## src/rtl/bit_cpt3_pkg.sv

```systemverilog
// ---------------------------------------------------------------------------
// bit_cpt3_pkg
// Shared constants for the 3-bit synchronous toggle counter.
//   CPT3_WIDTH : number of counter bits (one bit_cpt_stage per bit)
//   CPT3_RST   : value the counter takes on a reset edge
// ---------------------------------------------------------------------------
package bit_cpt3_pkg;

    localparam int CPT3_WIDTH = 3;
    localparam logic [CPT3_WIDTH-1:0] CPT3_RST = 3'd0;

endpackage

```

## src/rtl/bit_cpt_stage.sv

```systemverilog
// ---------------------------------------------------------------------------
// bit_cpt_stage
// One bit of a synchronous toggle counter: a D flip-flop whose next value is
// q XOR t, plus the enable chain output handed to the next-higher bit.
// Ports:
//   i_clk   : clock, state updates on the rising edge only
//   i_reset : synchronous active-high reset, loads P_RST
//   i_t     : toggle enable from the previous stage (or the count enable)
//   o_q     : registered bit value
//   o_t     : toggle enable for the next stage (i_t AND q)
// ---------------------------------------------------------------------------
module bit_cpt_stage #(
    parameter logic P_RST = 1'b0
) (
    input  logic i_clk,
    input  logic i_reset,
    input  logic i_t,
    output logic o_q,
    output logic o_t
);

    logic r_q;
    logic w_next;

    // Toggle when enabled, otherwise feed the current value back.
    assign w_next = r_q ^ i_t;

    // The next bit may toggle only when this one is about to roll 1 -> 0,
    // which chains into "all lower bits are 1 and counting is enabled".
    assign o_t = i_t & r_q;

    // Single flip-flop with reset taking priority over the toggle path.
    always_ff @(posedge i_clk) begin
        if (i_reset) begin
            r_q <= P_RST;
        end else begin
            r_q <= w_next;
        end
    end

    assign o_q = r_q;

endmodule

```

## src/rtl/bit_cpt3.sv

```systemverilog
// ---------------------------------------------------------------------------
// bit_cpt3
// 3-bit synchronous up counter built from a chain of bit_cpt_stage toggle
// cells. All bits switch on the same clock edge; the enable chain is purely
// combinational between flip-flops, so there is no ripple clocking.
// Ports:
//   activate : count enable, active-high
//   clk      : clock, rising-edge
//   reset    : synchronous active-high reset, clears the count to 0
//   cpt      : current count, straight from the stage flip-flops
// ---------------------------------------------------------------------------
module bit_cpt3
    import bit_cpt3_pkg::*;
(
    input  logic                  activate,
    input  logic                  clk,
    input  logic                  reset,
    output logic [CPT3_WIDTH-1:0] cpt
);

    // w_tChain[i] is the toggle enable feeding stage i.
    logic [CPT3_WIDTH-1:0] w_tChain;
    logic [CPT3_WIDTH-1:0] w_q;
    logic                  w_unusedCarry;

    assign w_tChain[0] = activate;

    // Stage i passes its enable to stage i+1; the top stage's enable out
    // would only matter for a wider counter, so it is left dangling.
    for (genvar i = 0; i < CPT3_WIDTH; i++) begin : g_stage
        if (i < CPT3_WIDTH - 1) begin : g_mid
            bit_cpt_stage #(
                .P_RST (CPT3_RST[i])
            ) u_stage (
                .i_clk   (clk),
                .i_reset (reset),
                .i_t     (w_tChain[i]),
                .o_q     (w_q[i]),
                .o_t     (w_tChain[i+1])
            );
        end else begin : g_top
            bit_cpt_stage #(
                .P_RST (CPT3_RST[i])
            ) u_stage (
                .i_clk   (clk),
                .i_reset (reset),
                .i_t     (w_tChain[i]),
                .o_q     (w_q[i]),
                .o_t     (w_unusedCarry)
            );
        end
    end

    assign cpt = w_q;

endmodule

```

## config.mk

```make
export PLATFORM = sky130hd
export DESIGN_NAME = bit_cpt3
export DESIGN_NICKNAME = d
export VERILOG_FILES = /design/src/rtl/bit_cpt3_pkg.sv /design/src/rtl/bit_cpt_stage.sv /design/src/rtl/bit_cpt3.sv
export SDC_FILE = /design/constraint.sdc
export NUM_CORES = 1
export LEC_CHECK = 0
export ABC_CLOCK_PERIOD_IN_PS = 1170
export CORE_AREA = 2 2 39 41
export CTS_CLUSTER_DIAMETER = 80
export DETAILED_ROUTE_END_ITERATION = 10
export DIE_AREA = 0 0 41 43
export SYNTH_ARGS = -nofsm -noshare
export SYNTH_HDL_FRONTEND = slang
export SYNTH_SLANG_ARGS = --single-unit
```

## constraint.sdc

```tcl
create_clock -name clk -period 1.17 [get_ports clk]
set_clock_uncertainty 0.05 [all_clocks]
set_input_delay 0.234 -clock clk [delete_from_list [all_inputs] [get_ports clk]]
set_output_delay 0.234 -clock clk [all_outputs]
set_load 0.03 [all_outputs]
```

==> out/results.txt, run 1 <==
worst-path cell chain: ha_2, ha_2, nor2b_1
GRT Residual Overflow: 0
final wirelength: 205 um
fin crit share: 0.876
post-route setup TNS: 0 ns
Die W: 41 um
core box area: 0.00138 mm2
CP max FO: 2
WL per Instance: 6.03 um
DRT Pass-1 Iters: 1
TritonCTS clock tree: done
Cells after DPL: 30
fin cells: 34
sequential element share of the synthesized area: 0.453
nets: 24
Final WS setup: 0.145 ns
Tot Pwr: 0.340 mW
CP required: 1.24 ns
TritonCTS Buffers: 3
Mapped Nets: 17
Fmax: 976 MHz
MaxCap Viol Count: 0
starting DRC count in detailed routing: 0
crit end category: register
CP delay by family, top: adder cells
Setup violations, final: 0
clk sinks: 3
Max clock buf depth: 2
GP Congestion: 0.418
Yosys warnings: 0
chip height: 43 um
final hold viol count: 0
Slew Viols, Final: 0
Worst Setup Start Kind: register
Slew HR: 0.913
post-layout util: 0.149
CP startpoint: g_stage[0].g_mid.u_stage.o_q
Vias: 92
slowest CP cell: dfxtp_1
synthesized instance count: 12
outcome: finished clean
CP most frequent cell: ha_2
Buf+Inv Stages, Crit Path: 0
Max stage delay on crit path: 0.32 ns
Hold Crit Class: primary input to register
vias in the first global route: 106
cell area after layout: 206 um2
Hold Slack: 0.328 ns
first-pass GRT wire length: 310 um
pin count of the biggest net entering global routing: 4
CTS root buffer: clkbuf_4
Arr. time, crit path: 1.10 ns
Initial Util: 0.0958
Total GRT Usage: 0.0341
ANT cells: 0
Setup WS pre-CTS: -0.241 ns
Synth cell types: 6
synthesized area per cell: 11.1 um2
postcts setup bufs: 0
DRC Markers: 0
Clock H-tree levels: 1
worst-skew pair later-pin latency: 0.23 ns
dpl cell area: 173 um2
initial antenna violation count: 0
Final min period: 1.02 ns
share of layout cells above drive strength 1: 0.444
worst slew pin tran: 0.129 ns
IO Count: 6
unrepaired setup endpoints after global routing: no
synthesized area: 133 um2
Port Buffer Count: 5
PD cells: 1650 mW/mm2
Antenna Nets Post-Route: 0
Worst VDD drop: 0.000127 V
LEAKAGE: 0.0940 nW
area delta synth->final: 55.7%
hold_sp: activate
clock slew at reported path FFs: 0.04 ns
fillers: 163
DR vias/cell: 2.71
# rows: 14
die area: 0.00176 mm2
number of synthesized register bits: 3
reg2reg start: g_stage[0].g_mid.u_stage.o_q
Crit Path Class: register to register
[cell type report]
class                   count  area [um2]  share of cell area
multi-input cells           6        55.1               0.267
repair buffers              5        45.0               0.218
clock buffers               4        26.3               0.127
well taps                  16        20.0              0.0970
flip-flops and latches      3        60.1               0.291
[sequential cells by signal, indices dropped and copies added (netlist names)]
signal,cells
g_stage.g_top.u_stage.o_q,1
g_stage.g_mid.u_stage.o_q,2
[routing by layer]
layer  part of all wire  track usage  routed length [um]  vias up
met4                  0        0.100                   0        0
met1               0.28       0.0160                  58       42
met3              0.073            0                  15        0
li1                   -            -                   -       46
met5                  0            0                   0        -
met2               0.64       0.0438                 131        4
[what timing repair did]
action / CTS / global route
hold buffers: 0 / 0
resized for setup: 0 / 3
endpoints found under the setup margin: 1 / 2
endpoints found under the hold margin: 0 / 0
pin swaps: 1 / 2
gates cloned: 0 / 0
[power breakdown]
| group | switching (mW) | total (mW) | internal (mW) |
|---|---|---|---|
| registers | 0.00374 | 0.114 | 0.110 |
| logic | 0.0236 | 0.0463 | 0.0227 |
| clock network | 0.0517 | 0.179 | 0.128 |
[worst paths after layout]
kind | cells after the start | slack (ns) | end
hold reg to reg | 2 | 0.45 | g_stage[2].g_top.u_stage.o_q
setup reg to reg | 3 | 0.15 | g_stage[1].g_mid.u_stage.o_q
hold / removal | 3 | 0.33 | g_stage[0].g_mid.u_stage.o_q
setup / recovery | 3 | 0.15 | g_stage[1].g_mid.u_stage.o_q
[cell usage after synthesis]
cell | count | area, um2
buf_4 | 3 | 22.5
dfxtp_1 | 3 | 60.1
ha_1 | 2 | 25.0
nor2b_1 | 2 | 12.5
nor2_1 | 1 | 3.75
xnor2_1 | 1 | 8.76
[logic make-up after synthesis]
family	Yosys count	share of synthesized area
DFF	3	0.453
and+or+nand+nor	3	0.123
xor gates and xnor gates	1	0.0660
adders and majority gates	2	0.189
buffers and inverters	3	0.170
[worst min-delay path, stage by stage]
cell and delay (ns):
dlymetal6s2s_1 0.09, ha_2 0.14, nor2b_1 0.10
[cells in the final DEF, fill, tap and decap left out, drive strengths merged]
master,synthesis,layout
buf,3,3
clkbuf,0,4
clkdlybuf4s50,0,1
dfxtp,3,3
dlymetal6s2s,0,1
ha,2,2
nor2,1,1
nor2b,2,2
xnor2,1,1
(Power assumes the default switching activity.)
==> run 2, diff against run 1 <==
- CTS_CLUSTER_SIZE: not set -> 10
- REMOVE_ABC_BUFFERS: not set -> 1
==> run 2 against run 1 <==
Fmax shrank 9.8%. Sequential power is essentially flat. Total power grew 0.85%. Non-clock buffer count unchanged. Count of clock-buffer cells in the layout unchanged. Critical path depth rose by 1. First-iteration DRC count did not move. Critical endpoint unchanged. Cell area decreased by 2.4%. Cell count stayed put. Via count rose by 6.5%. Global-route usage rose by 0.50 points. Sequential cell count did not move.
==> out/results.txt, run 2 (synthesis results as in run 1) <==
initial antenna violation count: 0 (unchanged)
CTS Hold Bufs: 0 (unchanged)
LEAKAGE: 0.0876 nW (was 0.0940 nW)
CP required: 1.24 ns (about the same)
DRC Markers: 0 (unchanged)
first-pass GRT wire length: 317 um (was 310 um)
GR Util met1: 0.0160 (unchanged)
fillers: 162 (was 163)
dpl cell area: 173 um2 (unchanged)
Hold Crit Class: register to register (was primary input to register)
Setup crit end: g_stage[1].g_mid.u_stage.o_q (unchanged)
Min-Delay Path Depth: 2 (was 3)
Worst VDD drop: 0.000198 V (was 0.000127 V)
worst flop-to-flop path endpoint: g_stage[1].g_mid.u_stage.o_q (unchanged)
Slew Viols, Final: 0 (unchanged)
final wirelength: 247 um (was 205 um)
area occupied by registers: 60.1 um2 (unchanged)
switching power: 0.0813 mW (was 0.0791 mW)
clock slew at reported path FFs: 0.03 ns (was 0.04 ns)
commonest cells after routing, fill and taps aside: clkbuf_4 (3), dfxtp_1 (3), buf_4 (3), nor2b_1 (2), clkdlybuf4s50_1 (2) (was clkbuf_4 (3), dfxtp_1 (3), buf_4 (3), nor2b_1 (2), ha_2 (2))
Tot Pwr: 0.343 mW (was 0.340 mW)
ANT cells: 0 (unchanged)
Die W: 41 um (unchanged)
vias in the first global route: 92 (was 106)
clk sinks: 3 (unchanged)
fin crit share: 0.971 (was 0.876)
Crit Path Class: primary input to register (was register to register)
Register-to-Register Path Depth: 3 (unchanged)
Vias: 98 (was 92)
DRT Pass-1 Iters: 1 (unchanged)
Max clock buf depth: 2 (unchanged)
CP max FO: 1 (was 2)
starting DRC count in detailed routing: 0 (unchanged)
Initial Util: 0.0958 (unchanged)
# rows: 14 (unchanged)
share of layout cells above drive strength 1: 0.389 (was 0.444)
met3 GRT Util: 0.0471 (was 0)
post-route setup TNS: 0 ns (unchanged)
TritonCTS Buffers: 3 (unchanged)
Antenna Nets Post-Route: 0 (unchanged)
Fmax: 881 MHz (was 976 MHz)
crit end category: register (unchanged)
Setup WS pre-CTS: -0.246 ns (was -0.241 ns)
GRT Residual Overflow: 0 (unchanged)
grt met2 use: 0.0406 (was 0.0438)
TritonCTS clock tree: done (unchanged)
worst-skew pair later-pin latency: 0.23 ns (about the same)
worst slew pin tran: 0.140 ns (was 0.129 ns)
chip height: 43 um (unchanged)
cell area after layout: 201 um2 (was 206 um2)
Sequential Power Share: 0.333 (was 0.336)
core box area: 0.00138 mm2 (unchanged)
max reg flops: 2 (unchanged)
GR peak layer: met4 (unchanged)
area delta synth->final: 51.9% (was 55.7%)
reg2reg start: g_stage[0].g_mid.u_stage.o_q (unchanged)
Slew HR: 0.906 (was 0.913)
unrepaired setup endpoints after global routing: no (unchanged)
MaxCap Viol Count: 0 (unchanged)
IO Count: 6 (unchanged)
switching share of power: 0.237 (was 0.233)
area of the multi-input gates: 52.6 um2 (was 55.1 um2)
outcome: finished clean (unchanged)
DR vias/cell: 2.88 (was 2.71)
pin count of the biggest net entering global routing: 4 (unchanged)
Reg2Reg Setup Slack: 0.14 ns (was 0.15 ns)
CP startpoint: activate (was g_stage[0].g_mid.u_stage.o_q)
final hold viol count: 0 (unchanged)
postcts setup bufs: 0 (unchanged)
Setup violations, final: 0 (unchanged)
Total GRT Usage: 0.0391 (was 0.0341)
Final WS setup: 0.0343 ns (was 0.145 ns)
Worst Setup Start Kind: primary input (was register)
GP Congestion: 0.468 (was 0.418)
CTS root buffer: clkbuf_4 (unchanged)
Arr. time, crit path: 1.21 ns (was 1.10 ns)
Hold Slack: 0.475 ns (was 0.328 ns)
WL per Instance: 7.26 um (was 6.03 um)
Clock H-tree levels: 1 (unchanged)
Final min period: 1.14 ns (was 1.02 ns)
die area: 0.00176 mm2 (unchanged)
nets: 24 (unchanged)
clock share of power: 0.528 (about the same)
Port Buffer Count: 5 (unchanged)
Int Pwr: 0.261 mW (about the same)
PD cells: 1700 mW/mm2 (was 1650 mW/mm2)
Logic pwr share: 0.138 (was 0.136)
## run 2: worst min-delay path by stage
stage / to / from
after floorplan: g_stage[0].g_mid.u_stage.o_q / reset
after global placement: g_stage[2].g_top.u_stage.o_q / g_stage[2].g_top.u_stage.o_q
after detailed placement: g_stage[2].g_top.u_stage.o_q / g_stage[2].g_top.u_stage.o_q
after CTS: g_stage[2].g_top.u_stage.o_q / g_stage[2].g_top.u_stage.o_q
after global routing: g_stage[2].g_top.u_stage.o_q / g_stage[2].g_top.u_stage.o_q
final: g_stage[2].g_top.u_stage.o_q / g_stage[2].g_top.u_stage.o_q
## run 2: final cells by class
type | count | share of cell area
multi-input combinational | 6 | 0.261
sequential | 3 | 0.298
clock buffer | 4 | 0.130
timing repair buffer | 5 | 0.211
tap | 16 | 0.0994
## run 2: worst max-delay path, cell delays in order
cell and delay, ns:
clkdlybuf4s50_1 0.41, ha_2 0.17, ha_1 0.26, nor2b_1 0.13
## run 2: repair_timing
action                     in CTS  in global routing
resized for setup               1                  0
pin swaps                       1                  1
setup endpoints to repair       2                  1
gates cloned                    0                  0
hold endpoints to repair        0                  0
## run 2: power groups by stage
| stage | clock network (mW) | registers [mW] | logic, mW |
|---|---|---|---|
| global route | 0.194 | 0.115 | 0.0511 |
| detailed placement | 0 | 0.116 | 0.0472 |
| finish | 0.181 | 0.114 | 0.0474 |
| CTS | 0.191 | 0.114 | 0.0483 |
| global placement | 0 | 0.115 | 0.0459 |
| floorplan | 0 | 0.130 | 0.0101 |
## run 2: stage by stage
stage	utilization	instances
after floorplan	-	9
after global placement	0.125	30
after detailed placement	0.125	30
after CTS	0.146	34
after global routing	0.146	34
final	0.146	34
## run 2: per-layer routing
metal	wire (um)	part of all wire
met5	0	0
met3	57	0.23
met1	75	0.30
met2	93	0.38
met4	21	0.085
==> run 3, diff against run 2 <==
- GPL_TIMING_DRIVEN: not set -> 1
- SETUP_SLACK_MARGIN: not set -> 0.4
==> run 3 against run 2 <==
Cell count rose by 2.9%. Worst setup slack better by 0.14 ns. Count of clock-buffer cells in the layout did not move. Sequential cell count stayed put. Critical path type is now register to primary output.
==> out/results.txt, run 3 (synthesis results as in run 1) <==
Die W: 41 um (unchanged)
starting DRC count in detailed routing: 0 (unchanged)
Final WS setup: 0.171 ns (was 0.0343 ns)
max reg flops: 2 (unchanged)
Hold Crit Class: primary input to register (was register to register)
fin crit share: 0.854 (was 0.971)
IO Count: 6 (unchanged)
Setup violations, final: 0 (unchanged)
pin count of the biggest net entering global routing: 4 (unchanged)
Arr. time, crit path: 0.71 ns (was 1.21 ns)
grt met2 use: 0.0531 (was 0.0406)
GR Util met1: 0.0128 (was 0.0160)
Port Buffer Count: 5 (unchanged)
PD cells: 1430 mW/mm2 (was 1700 mW/mm2)
core box area: 0.00138 mm2 (unchanged)
WL per Instance: 7.71 um (was 7.26 um)
final wirelength: 270 um (was 247 um)
clock slew at reported path FFs: 0.04 ns (was 0.03 ns)
Int Pwr: 0.275 mW (was 0.261 mW)
Setup WS pre-CTS: -0.246 ns (unchanged)
Reg2Reg Setup Slack: 0.20 ns (was 0.14 ns)
Crit Path Class: register to primary output (was primary input to register)
Tot Pwr: 0.363 mW (was 0.343 mW)
DRC Markers: 0 (unchanged)
clock share of power: 0.497 (was 0.528)
met3 GRT Util: 0.0471 (unchanged)
worst-skew pair later-pin latency: 0.23 ns (about the same)
DRT Pass-1 Iters: 1 (unchanged)
GR peak layer: met4 (unchanged)
Clock H-tree levels: 1 (unchanged)
switching power: 0.0879 mW (was 0.0813 mW)
CP required: 0.89 ns (was 1.24 ns)
CP max FO: 2 (was 1)
TritonCTS clock tree: done (unchanged)
Max stage delay on crit path: 0.35 ns (was 0.41 ns)
Max clock buf depth: 2 (unchanged)
switching share of power: 0.242 (was 0.237)
GP Congestion: 0.468 (unchanged)
Slew HR: 0.918 (was 0.906)
GRT Residual Overflow: 0 (unchanged)
worst-path cell chain: buf_6 (was clkdlybuf4s50_1, ha_2, ha_1, nor2b_1)
Hold Slack: 0.467 ns (was 0.475 ns)
CP delay by family, top: flip-flops (was adder cells)
Final min period: 0.999 ns (was 1.14 ns)
# rows: 14 (unchanged)
CP startpoint: g_stage[2].g_top.u_stage.o_q (was activate)
die area: 0.00176 mm2 (unchanged)
Antenna Nets Post-Route: 0 (unchanged)
MaxCap Viol Count: 0 (unchanged)
slowest CP cell: dfxtp_2 (was clkdlybuf4s50_1)
Worst VDD drop: 0.000207 V (was 0.000198 V)
clk sinks: 3 (unchanged)
vias in the first global route: 110 (was 92)
commonest cells after routing, fill and taps aside: clkbuf_4 (3), dfxtp_2 (3), buf_6 (3), nor2b_1 (2), ha_4 (2) (was clkbuf_4 (3), dfxtp_1 (3), buf_4 (3), nor2b_1 (2), clkdlybuf4s50_1 (2))
reg2reg start: g_stage[0].g_mid.u_stage.o_q (unchanged)
Sequential Power Share: 0.327 (was 0.333)
chip height: 43 um (unchanged)
TritonCTS Buffers: 3 (unchanged)
share of layout cells above drive strength 1: 0.684 (was 0.389)
first-pass GRT wire length: 351 um (was 317 um)
unrepaired setup endpoints after global routing: yes (was no)
CTS root buffer: clkbuf_4 (unchanged)
initial antenna violation count: 0 (unchanged)
hold_sp: activate (was g_stage[2].g_top.u_stage.o_q)
nets: 25 (was 24)
crit end category: primary output (was register)
worst slew pin tran: 0.123 ns (was 0.140 ns)
CTS Hold Bufs: 0 (unchanged)
Vias: 107 (was 98)
Initial Util: 0.0958 (unchanged)
Buf+Inv Stages, Crit Path: 1 (unchanged)
final hold viol count: 0 (unchanged)
Logic pwr share: 0.176 (was 0.138)
area delta synth->final: 90.6% (was 51.9%)
Slew Viols, Final: 0 (unchanged)
Fmax: 1000 MHz (was 881 MHz)
LEAKAGE: 0.0980 nW (was 0.0876 nW)
Worst Setup Start Kind: register (was primary input)
outcome: finished clean (unchanged)
DR vias/cell: 3.06 (was 2.88)
ANT cells: 0 (unchanged)
Total GRT Usage: 0.0421 (was 0.0391)
==> run 3: layer usage <==
metal / share of wire / routed length [um] / vias up
met5: 0 / 0 / -
met3: 0.19 / 52 / 4
met4: 0.078 / 21 / 0
met2: 0.46 / 124 / 8
li1: - / - / 49
met1: 0.27 / 72 / 46
==> run 3: final cells by class <==
type,count,area (um2)
sequential,3,63.8
multi-input combinational,6,82.6
timing repair buffer,6,60.1
clock buffer,4,26.3
fill,159,1130
tap,16,20.0
==> run 3: final timing paths <==
path,to,depth (start not counted)
setup / recovery,cpt[2],1
hold / removal,g_stage[0].g_mid.u_stage.o_q,3
setup reg to reg,g_stage[1].g_mid.u_stage.o_q,3
hold reg to reg,g_stage[2].g_top.u_stage.o_q,2
==> run 3: power groups by stage <==
stage | sequential [mW] | combinational, mW | clock [mW]
6_report | 0.118 | 0.0639 | 0.180
3_5_place_dp | 0.116 | 0.0472 | 0
2_1_floorplan | 0.130 | 0.0101 | 0
4_1_cts | 0.117 | 0.0612 | 0.191
3_3_place_gp | 0.115 | 0.0459 | 0
5_1_grt | 0.119 | 0.0691 | 0.194
==> run 3: metrics by stage <==
stage	instance area [um2]	setup TNS [ns]	cells	util
finish	253	0	35	0.183
global route	253	0	35	0.183
CTS	243	0	35	0.175
detailed placement	173	-0.534	30	0.125
global placement	173	-0.509	30	0.125
floorplan	110	-0.00521	9	-
==> run 3: what timing repair did <==
item / 4_1_cts / 5_1_grt
setup endpoints to repair: 6 / 6
pin swaps: 2 / 1
buffers inserted: 1 / 0
gates resized for setup: 10 / 1
